File: config.mk
export PLATFORM = sky130hd
export DESIGN_NAME = xc_malu_long_seq
export DESIGN_NICKNAME = d
export VERILOG_FILES = /design/src/rtl/xc_malu_pkg.sv /design/src/rtl/xc_malu_long_seq.sv
export SDC_FILE = /design/constraint.sdc
export NUM_CORES = 1
export LEC_CHECK = 0
export ABC_AREA = 1
export CORE_AREA = 2 2 134 136
export DETAILED_ROUTE_END_ITERATION = 10
export DIE_AREA = 0 0 136 138
export PLACE_DENSITY_LB_ADDON = 0.05
export SYNTH_ARGS = -nofsm -noshare
export SYNTH_HDL_FRONTEND = slang
export SYNTH_SLANG_ARGS = --single-unit
File: constraint.sdc
create_clock -name g_clk -period 4.4 [get_ports g_clk]
set_input_delay 1.32 -clock g_clk [delete_from_list [all_inputs] [get_ports g_clk]]
set_output_delay 1.32 -clock g_clk [all_outputs]
set_load 0.01 [all_outputs]
File: src/rtl/xc_malu_pkg.sv
// Shared definitions for the MALU long-arithmetic slice: sequencer state
// encodings, default multiply step count and step counter width.
package xc_malu_pkg;

    localparam int MDR_STEPS_DEF = 32;
    localparam int COUNT_W       = 6;

    // One-hot so each phase strobe is a single state bit.
    typedef enum logic [6:0] {
        ST_INIT   = 7'b000_0001,
        ST_MDR    = 7'b000_0010,
        ST_MSUB_1 = 7'b000_0100,
        ST_MACC_1 = 7'b000_1000,
        ST_MMUL_2 = 7'b001_0000,
        ST_MMUL_1 = 7'b010_0000,
        ST_DONE   = 7'b100_0000
    } seq_state_t;

    function automatic logic uop_is_onehot(input logic [3:0] uop);
        return (uop != 4'd0) && ((uop & (uop - 4'd1)) == 4'd0);
    endfunction

endpackage

File: src/rtl/xc_malu_long_seq.sv
// Sequencer for the MALU long-arithmetic slice: steps madd/msub/macc/mmul
// through their phases and owns the accumulator, carry and step counter.
module xc_malu_long_seq
    import xc_malu_pkg::*;
#(
    parameter int MDR_STEPS = MDR_STEPS_DEF
) (
    input  logic                 g_clk,
    input  logic                 g_reset,
    input  logic                 valid,
    input  logic                 flush,
    input  logic                 uop_madd,
    input  logic                 uop_msub,
    input  logic                 uop_macc,
    input  logic                 uop_mmul,
    input  logic [63:0]          n_acc,
    input  logic                 n_carry,
    input  logic                 slice_ready,
    input  logic [63:0]          slice_result,
    input  logic [63:0]          mdr_n_acc,
    input  logic                 mdr_n_carry,
    output logic                 fsm_init,
    output logic                 fsm_mdr,
    output logic                 fsm_msub_1,
    output logic                 fsm_macc_1,
    output logic                 fsm_mmul_1,
    output logic                 fsm_mmul_2,
    output logic                 fsm_done,
    output logic [63:0]          acc,
    output logic                 carry,
    output logic [COUNT_W-1:0]   count,
    output logic                 ready,
    output logic [63:0]          result
);

    localparam logic [COUNT_W-1:0] LAST_STEP = COUNT_W'(MDR_STEPS - 1);

    seq_state_t state;
    logic [3:0] uop_vec;
    logic       op_ok;
    logic       madd_go;

    // Malformed selects (zero or several uop bits) are treated as no request.
    assign uop_vec = {uop_mmul, uop_macc, uop_msub, uop_madd};
    assign op_ok   = valid && uop_is_onehot(uop_vec);
    assign madd_go = op_ok && uop_madd && (state == ST_INIT);

    assign fsm_init   = (state == ST_INIT);
    assign fsm_mdr    = (state == ST_MDR);
    assign fsm_msub_1 = (state == ST_MSUB_1);
    assign fsm_macc_1 = (state == ST_MACC_1);
    assign fsm_mmul_2 = (state == ST_MMUL_2);
    assign fsm_mmul_1 = (state == ST_MMUL_1);
    assign fsm_done   = (state == ST_DONE);

    // NOTE: ready/result are combinational so a madd completes in its issue
    // cycle; every other completion comes straight out of the DONE state.
    assign ready  = !flush && (fsm_done || (madd_go && slice_ready));
    assign result = fsm_done ? acc : (madd_go ? slice_result : 64'd0);

    // NOTE: all state below uses non-blocking assignments so every register
    // samples pre-edge values, independent of statement order.
    always_ff @(posedge g_clk or posedge g_reset) begin
        if (g_reset) begin
            state <= ST_INIT;
            acc   <= '0;
            carry <= 1'b0;
            count <= '0;
        end else if (flush) begin
            state <= ST_INIT;
            count <= '0;
        end else begin
            case (state)
                ST_INIT: begin
                    if (op_ok) begin
                        if (uop_mmul) begin
                            acc   <= '0;
                            carry <= 1'b0;
                            count <= '0;
                            state <= ST_MDR;
                        end else begin
                            acc   <= n_acc;
                            carry <= n_carry;
                            if (uop_msub)      state <= ST_MSUB_1;
                            else if (uop_macc) state <= ST_MACC_1;
                        end
                    end
                end
                ST_MDR: begin
                    acc   <= mdr_n_acc;
                    carry <= mdr_n_carry;
                    if (count == LAST_STEP) begin
                        count <= '0;
                        state <= ST_MMUL_2;
                    end else begin
                        count <= count + COUNT_W'(1);
                    end
                end
                ST_MMUL_2: begin
                    acc   <= n_acc;
                    carry <= n_carry;
                    state <= ST_MMUL_1;
                end
                ST_MSUB_1, ST_MACC_1, ST_MMUL_1: begin
                    acc   <= n_acc;
                    carry <= n_carry;
                    state <= ST_DONE;
                end
                ST_DONE: state <= ST_INIT;
                default: state <= ST_INIT;
            endcase
        end
    end

endmodule

==> flow_summary.ini, run 1 <==
[pwr]
power_density_nw_per_um2 = 397.1
power.static_leakage_nw = 5.044
vdd.ir_drop.worst_mv = 0.2025

[clock_network]
cts_root_buffer = sky130_fd_sc_hd__clkbuf_16
cts_hold_buf = 0
clkSlewWorstSetupHoldPaths_ns = 0.06
clock-sinks = 78
insertion_delay_ns = 0.34
ctsLongestPathBuffers = 2
htree_depth = 3
cts_buffers = 9
tritoncts = yes

[layout]
layout-area-overhead-vs-synth_pct = 63.13
number_of_antenna_diodes = 0
highest_count_cells_in_the_layout_ignoring_fill_and_taps = sky130_fd_sc_hd__nand2_1, sky130_fd_sc_hd__clkdlybuf4s50_1, sky130_fd_sc_hd__nand3_1
final_design_area_no_fill_um2 = 9816
fin_nets = 1558
post_route_cells_drive_above_1_share_pct = 7.726
final_core_utilization_pct = 55.98
commonest_non_fill_non_tap_cell_in_the_layout = sky130_fd_sc_hd__nand2_1

[sta]
period_share_pct = 94.52
grt_setup_unrepaired = no
report.final.setup_viol = 0
hold_violations = 0
tns_ns = 0
clock.fmax_mhz = 240.5
timing.max_slew.rel_slack_pct = 45.77
finalCriticalPeriod_ns = 4.159
worst_clock_skew_ns = 0.005066
max_slew.worst_pin.slew_ns = 0.8106
final-max-slew-violation-count = 0

[critical_path]
crit_path_end_kind = output pin
timing.critical_path.arrival_ns = 2.84
worstSetupPathType = input port to output pin
cp.required_ns = 3.08
reg2reg_from = state[6]
timing.critical_path.from_type = input port
cp-startpoint = valid
timing.critical_path.fanout_max = 6

[logic_synthesis]
syn_nets = 1244
synth_seq_area_share_pct = 32.46
syn-instance-count = 1040
yosys_warnings = 0
ys_ff_latch = 78
synth_cell_type_count = 28
avgSynthCellArea_um2 = 5.786
synthesis.area_um2 = 6017

[hold_path]
min-delay-path-class = register to register
worstHoldStart = carry

[die]
floorplan.die.height_um = 138
starting_density_of_the_core_pct = 34.32
die_width_um = 136
fp.dieArea_um2 = 18770
pin_count = 346
placementRows = 49
floorplan.core_area_um2 = 17530

[routing]
drc = 0
postRouteWirelength_um = 24100
ant_nets = 0
post_drt_via_cell_ratio = 4.662
route.vias.total = 7403
detail_route.iter0.violations = 407
drt_pass1_iterations = 5
avgRoutedWirePerCell_um = 15.18

[global_routing]
globalRoute.totalOverflow = 0
pin_count_of_the_biggest_net_entering_global_routing = 61
grt_antenna_before_repair = 0
first_global_vias = 7006
groute.usage.overall_pct = 25.58
first_pass_grt_wire_length_um = 38000

[placement]
post-dp-hpwl_um = 17110
place_area_um2 = 9687
place_congestion = 0.8352
buffer_ports.inserted = 345

[job]
max_cap_violations = 0

[status]
status = completed
-- cells in the mapped netlist, drive strengths merged --
cell type	n	area [µm²]
nand2	434	1632
nand3	151	760.7
inv	142	533.0
nor2	91	366.6
dfrtp	77	1927
o21ai	63	315.3
buf	43	259.0
clkbuf	21	78.83
a21oi	4	27.53
nor3	4	25.02
nand4	2	12.51
xor2	2	17.52
and3	1	6.260
clkinv	1	3.750
dfstp	1	26.28
ha	1	12.51
nand3b	1	7.510
or2	1	6.260
-- layout make-up --
type                            count  area [µm²]
Fill cell                        1782        7719
Timing Repair Buffer              367        3482
Multi-Input combinational cell    755        3236
Sequential cell                    78        1953
Inverter                          143       538.0
Tap cell                          229       286.5
Clock buffer                       13       280.3
Clock inverter                      3       40.04
-- report_power, final --
| part | switching (mW) | leakage [nW] | internal, mW |
|---|---|---|---|
| sequential | 0.297 | 1.03 | 1.02 |
| combinational | 0.853 | 3.86 | 0.927 |
| clock | 0.301 | 0.162 | 0.500 |
| total | 1.45 | 5.04 | 2.45 |
-- flip-flops by register name (all words and copies together), names as in the netlist --
| register | flops |
|---|---|
| count | 6 |
| state | 7 |
| acc | 64 |
| carry | 1 |
-- per-layer routing --
| layer | part of all wire (%) | global-route usage [%] | vias up |
|---|---|---|---|
| met5 | 0 | 0 | - |
| met2 | 47 | 42.87 | 253 |
| met4 | 2.3 | 8.443 | 0 |
| li1 | - | - | 3793 |
| met1 | 43 | 32.01 | 3328 |
| met3 | 7.8 | 6.381 | 29 |
-- path summary, 6_finish.rpt --
path	slack, ns	end	cells past startpoint
setup / recovery	0.24	result[13]	8
hold / removal	0.50	carry	2
setup reg to reg	1.50	acc[2]	10
hold reg to reg	0.50	carry	2
max in group asynchronous	2.28	state[0]	3
min in group asynchronous	1.39	acc[51]	2
-- logic make-up after synthesis --
family / Yosys count / share of synthesized area (%)
AND/OR/NAND/NOR: 685 / 46.81
buffers and inverters: 207 / 14.54
flip-flops: 78 / 32.46
AO/OA/AOI/OAI: 67 / 5.698
XOR/XNOR: 2 / 0.2912
adder cells (fa/ha/maj): 1 / 0.2079
-- timing repair --
| action | in CTS | in global routing |
|---|---|---|
| pin swaps | 0 | 2 |
| endpoints found under the setup margin | 65 | 65 |
| resized for setup | 67 | 121 |
| buffers inserted | 0 | 1 |
| gates cloned | 0 | 0 |
-- worst max-delay path, cell delays in order --
cell                              delay (ns)
sky130_fd_sc_hd__clkdlybuf4s50_1        0.45
sky130_fd_sc_hd__nand3_1                0.16
sky130_fd_sc_hd__nor2_4                 0.17
sky130_fd_sc_hd__and3_4                 0.22
sky130_fd_sc_hd__buf_12                 0.12
sky130_fd_sc_hd__nand3_1                0.07
sky130_fd_sc_hd__nand2_1                0.07
sky130_fd_sc_hd__dlygate4sd2_1          0.26
-- per-stage QoR --
step	power, mW	hold slack [ns]	std cells	setup WS (ns)
floorplan	2.032	0.5142	1040	0.6481
global placement	3.113	0.4692	1571	-0.2369
global route	4.166	0.5265	1588	0.1636
CTS	3.948	0.4987	1587	0.02934
detailed placement	3.132	0.4777	1571	-0.2949
finish	3.897	0.4963	1588	0.2412
No activity file was read; power rests on OpenSTA's default activity.
==> run 2, diff against run 1 <==
--- a/config.mk
+++ b/config.mk
@@ -6,9 +6,13 @@
 export NUM_CORES = 1
 export LEC_CHECK = 0
 export ABC_AREA = 1
-export CORE_AREA = 2 2 134 136
+export CELL_PAD_IN_SITES_DETAIL_PLACEMENT = 1
+export CELL_PAD_IN_SITES_GLOBAL_PLACEMENT = 2
+export CORE_ASPECT_RATIO = 1.2
+export CORE_MARGIN = 2
+export CORE_UTILIZATION = 19
 export DETAILED_ROUTE_END_ITERATION = 10
-export DIE_AREA = 0 0 136 138
+export MAX_ROUTING_LAYER = met4
 export PLACE_DENSITY_LB_ADDON = 0.05
 export SYNTH_ARGS = -nofsm -noshare
 export SYNTH_HDL_FRONTEND = slang
==> run 2 against run 1 <==
  * Sequential cell count unchanged
  * Clock skew is 0.0023 ns higher
  * Critical path depth rose by 1
  * Total power increased by 0.61%
  * Clock power is essentially flat
  * Sequential power about the same
  * Largest power group unchanged
  * Critical path type unchanged
  * Combinational power is essentially flat
  * Register-to-register slack gained 0.25 ns
  * Maximum frequency down 3.5%
  * Via count up 2.6%
  * Sequential share of layout area decreased by 0.24 points
==> flow_summary.ini, run 2 (synthesis results as in run 1) <==
[critical_path]
crit_path_end_kind = output pin
timing.critical_path.from_type = input port
timing.critical_path.fanout_max = 24
timing.critical_path.arrival_ns = 2.99
worst-path-buf-inv = 4
cpPeakStageDelay_ns = 0.42
cp.required_ns = 3.08
slowest_cell_on_crit_path = sky130_fd_sc_hd__clkdlybuf4s50_1
worstSetupPathType = input port to output pin
critical-path-top-delay-family = buffers and inverters
critical_path.cell_chain = clkdlybuf4s50_1, buf_4, nand2_1, nand3_1, nor2_4, nand3_2, buf_6, o21ai_0, dlygate4sd2_1

[layout]
registers.top_by_ff_count = acc
fin_nets = 1560
commonest_non_fill_non_tap_cell_in_the_layout = sky130_fd_sc_hd__nand2_1
post_route_cells_drive_above_1_share_pct = 8.376
highest_count_cells_in_the_layout_ignoring_fill_and_taps = sky130_fd_sc_hd__nand2_1, sky130_fd_sc_hd__clkdlybuf4s50_1, sky130_fd_sc_hd__nand3_1
layout-area-overhead-vs-synth_pct = 65.15
fillers = 3970
largest_reg_flops = 64
top_regs = acc (64), state (7), count (6)

[routing]
drt_pass1_iterations = 4
drc = 0
avgRoutedWirePerCell_um = 17.14
post_drt_via_cell_ratio = 4.301
route.vias.total = 7596
detail_route.iter0.violations = 231
ant_nets = 0
postRouteWirelength_um = 30270

[die]
floorplan.die.height_um = 198.9
placementRows = 71
floorplan.core_area_um2 = 31270
die_width_um = 166.5
fp.dieArea_um2 = 33110
pin_count = 346
starting_density_of_the_core_pct = 19.24

[hold_path]
min-delay-path-class = register to register

[global_routing]
groute.usage.overall_pct = 18.69
first_pass_grt_wire_length_um = 46350
grt_antenna_before_repair = 3
first_global_vias = 7991
pin_count_of_the_biggest_net_entering_global_routing = 67
globalRoute.totalOverflow = 0

[clock_network]
tritoncts = yes
insertion_delay_ns = 0.35
cts_root_buffer = sky130_fd_sc_hd__clkbuf_16
clock-sinks = 78
cts_buffers = 9
clkSlewWorstSetupHoldPaths_ns = 0.06
htree_depth = 3
ctsLongestPathBuffers = 2

[sta]
period_share_pct = 97.98
fin_worst_hold_slack_ns = 0.5045
clock.fmax_mhz = 232.0
max_slew.worst_pin.slew_ns = 0.9001
tns_ns = 0
report.final.setup_viol = 0
final-max-slew-violation-count = 0
grt_setup_unrepaired = yes
hold_violations = 0
timing.max_slew.rel_slack_pct = 39.99
worst_clock_skew_ns = 0.007411
finalCriticalPeriod_ns = 4.311

[pwr]
report.power.total_mw = 3.921
power.static_leakage_nw = 4.997
power_density_nw_per_um2 = 394.6
vdd.ir_drop.worst_mv = 0.1505

[placement]
buffer_ports.inserted = 345
place_congestion = 0.7980
post-dp-hpwl_um = 21750

[status]
status = completed

[job]
max_cap_violations = 0
[run 2: changes by cell type in the layout (fill, tap and decap cells not counted), sizes merged]
cell,previous run,this run
dlymetal6s2s,3,0
diode,0,4
clkinv,4,2
clkdlybuf4s50,276,278
clkdlybuf4s15,13,2
clkbuf,56,71
dlygate4sd2,9,8
buf,23,25
[run 2: repair_timing]
item                       4_1_cts  5_1_grt
setup endpoints to repair       65       65
gates cloned                     0        0
resized for setup               70      131
setup buffers                    0        0
hold buffers                     0        0
[run 2: stage by stage]
step,setup WS (ns),instances,util (%),area (µm²)
finish,0.08889,1766,31.78,9937
CTS,0.02889,1762,32.40,10130
global route,-0.07543,1765,31.77,9935
floorplan,0.6481,1040,-,6017
global placement,-0.3128,1746,31.68,9907
detailed placement,-0.3991,1746,31.68,9907
[run 2: power by group]
group          leakage, nW  internal, mW  switching, mW
Sequential            1.03          1.02          0.288
Clock                0.144         0.473          0.327
Combinational         3.83         0.923          0.891
Total                 5.00          2.42           1.51
[run 2: layer usage]
layer  track usage, %  share of wire (%)
met5                -                  0
met4            3.608               0.86
met3            3.780                5.7
met2            32.60                 49
met1            22.51                 45
[run 2: worst register-to-register path, cell delays in order (launching register included)]
cell	delay, ns
sky130_fd_sc_hd__dfrtp_1	0.41
sky130_fd_sc_hd__inv_2	0.11
sky130_fd_sc_hd__nand3_2	0.15
sky130_fd_sc_hd__nor2_4	0.19
sky130_fd_sc_hd__buf_4	0.45
sky130_fd_sc_hd__nor2_1	0.21
sky130_fd_sc_hd__nand2_1	0.17
sky130_fd_sc_hd__nand3_4	0.35
sky130_fd_sc_hd__buf_12	0.34
sky130_fd_sc_hd__nand2_1	0.11
sky130_fd_sc_hd__nand2_1	0.06
[run 2: path summary, 6_finish.rpt]
path | start | endpoint | cells after the start | slack (ns)
worst max-delay path | uop_msub | result[26] | 9 | 0.09
worst min-delay path | acc[2] | acc[2] | 2 | 0.50
worst max register to register | state[6] | acc[44] | 10 | 1.75
worst min register to register | acc[2] | acc[2] | 2 | 0.50
max in group asynchronous | g_reset | state[0] | 3 | 2.42
min in group asynchronous | g_reset | acc[58] | 2 | 1.29
[run 2: final cells by class]
cell class                      instances  area (µm²)  area share [%]
Timing Repair Buffer                  369        3406           34.27
Antenna cell                            4       10.01          0.1007
Clock inverter                          1       30.03          0.3022
Multi-Input combinational cell        755        3231           32.51
Sequential cell                        78        1953           19.65
Inverter                              143       538.0           5.414
Tap cell                              401       501.7           5.049
Clock buffer                           15       267.8           2.695
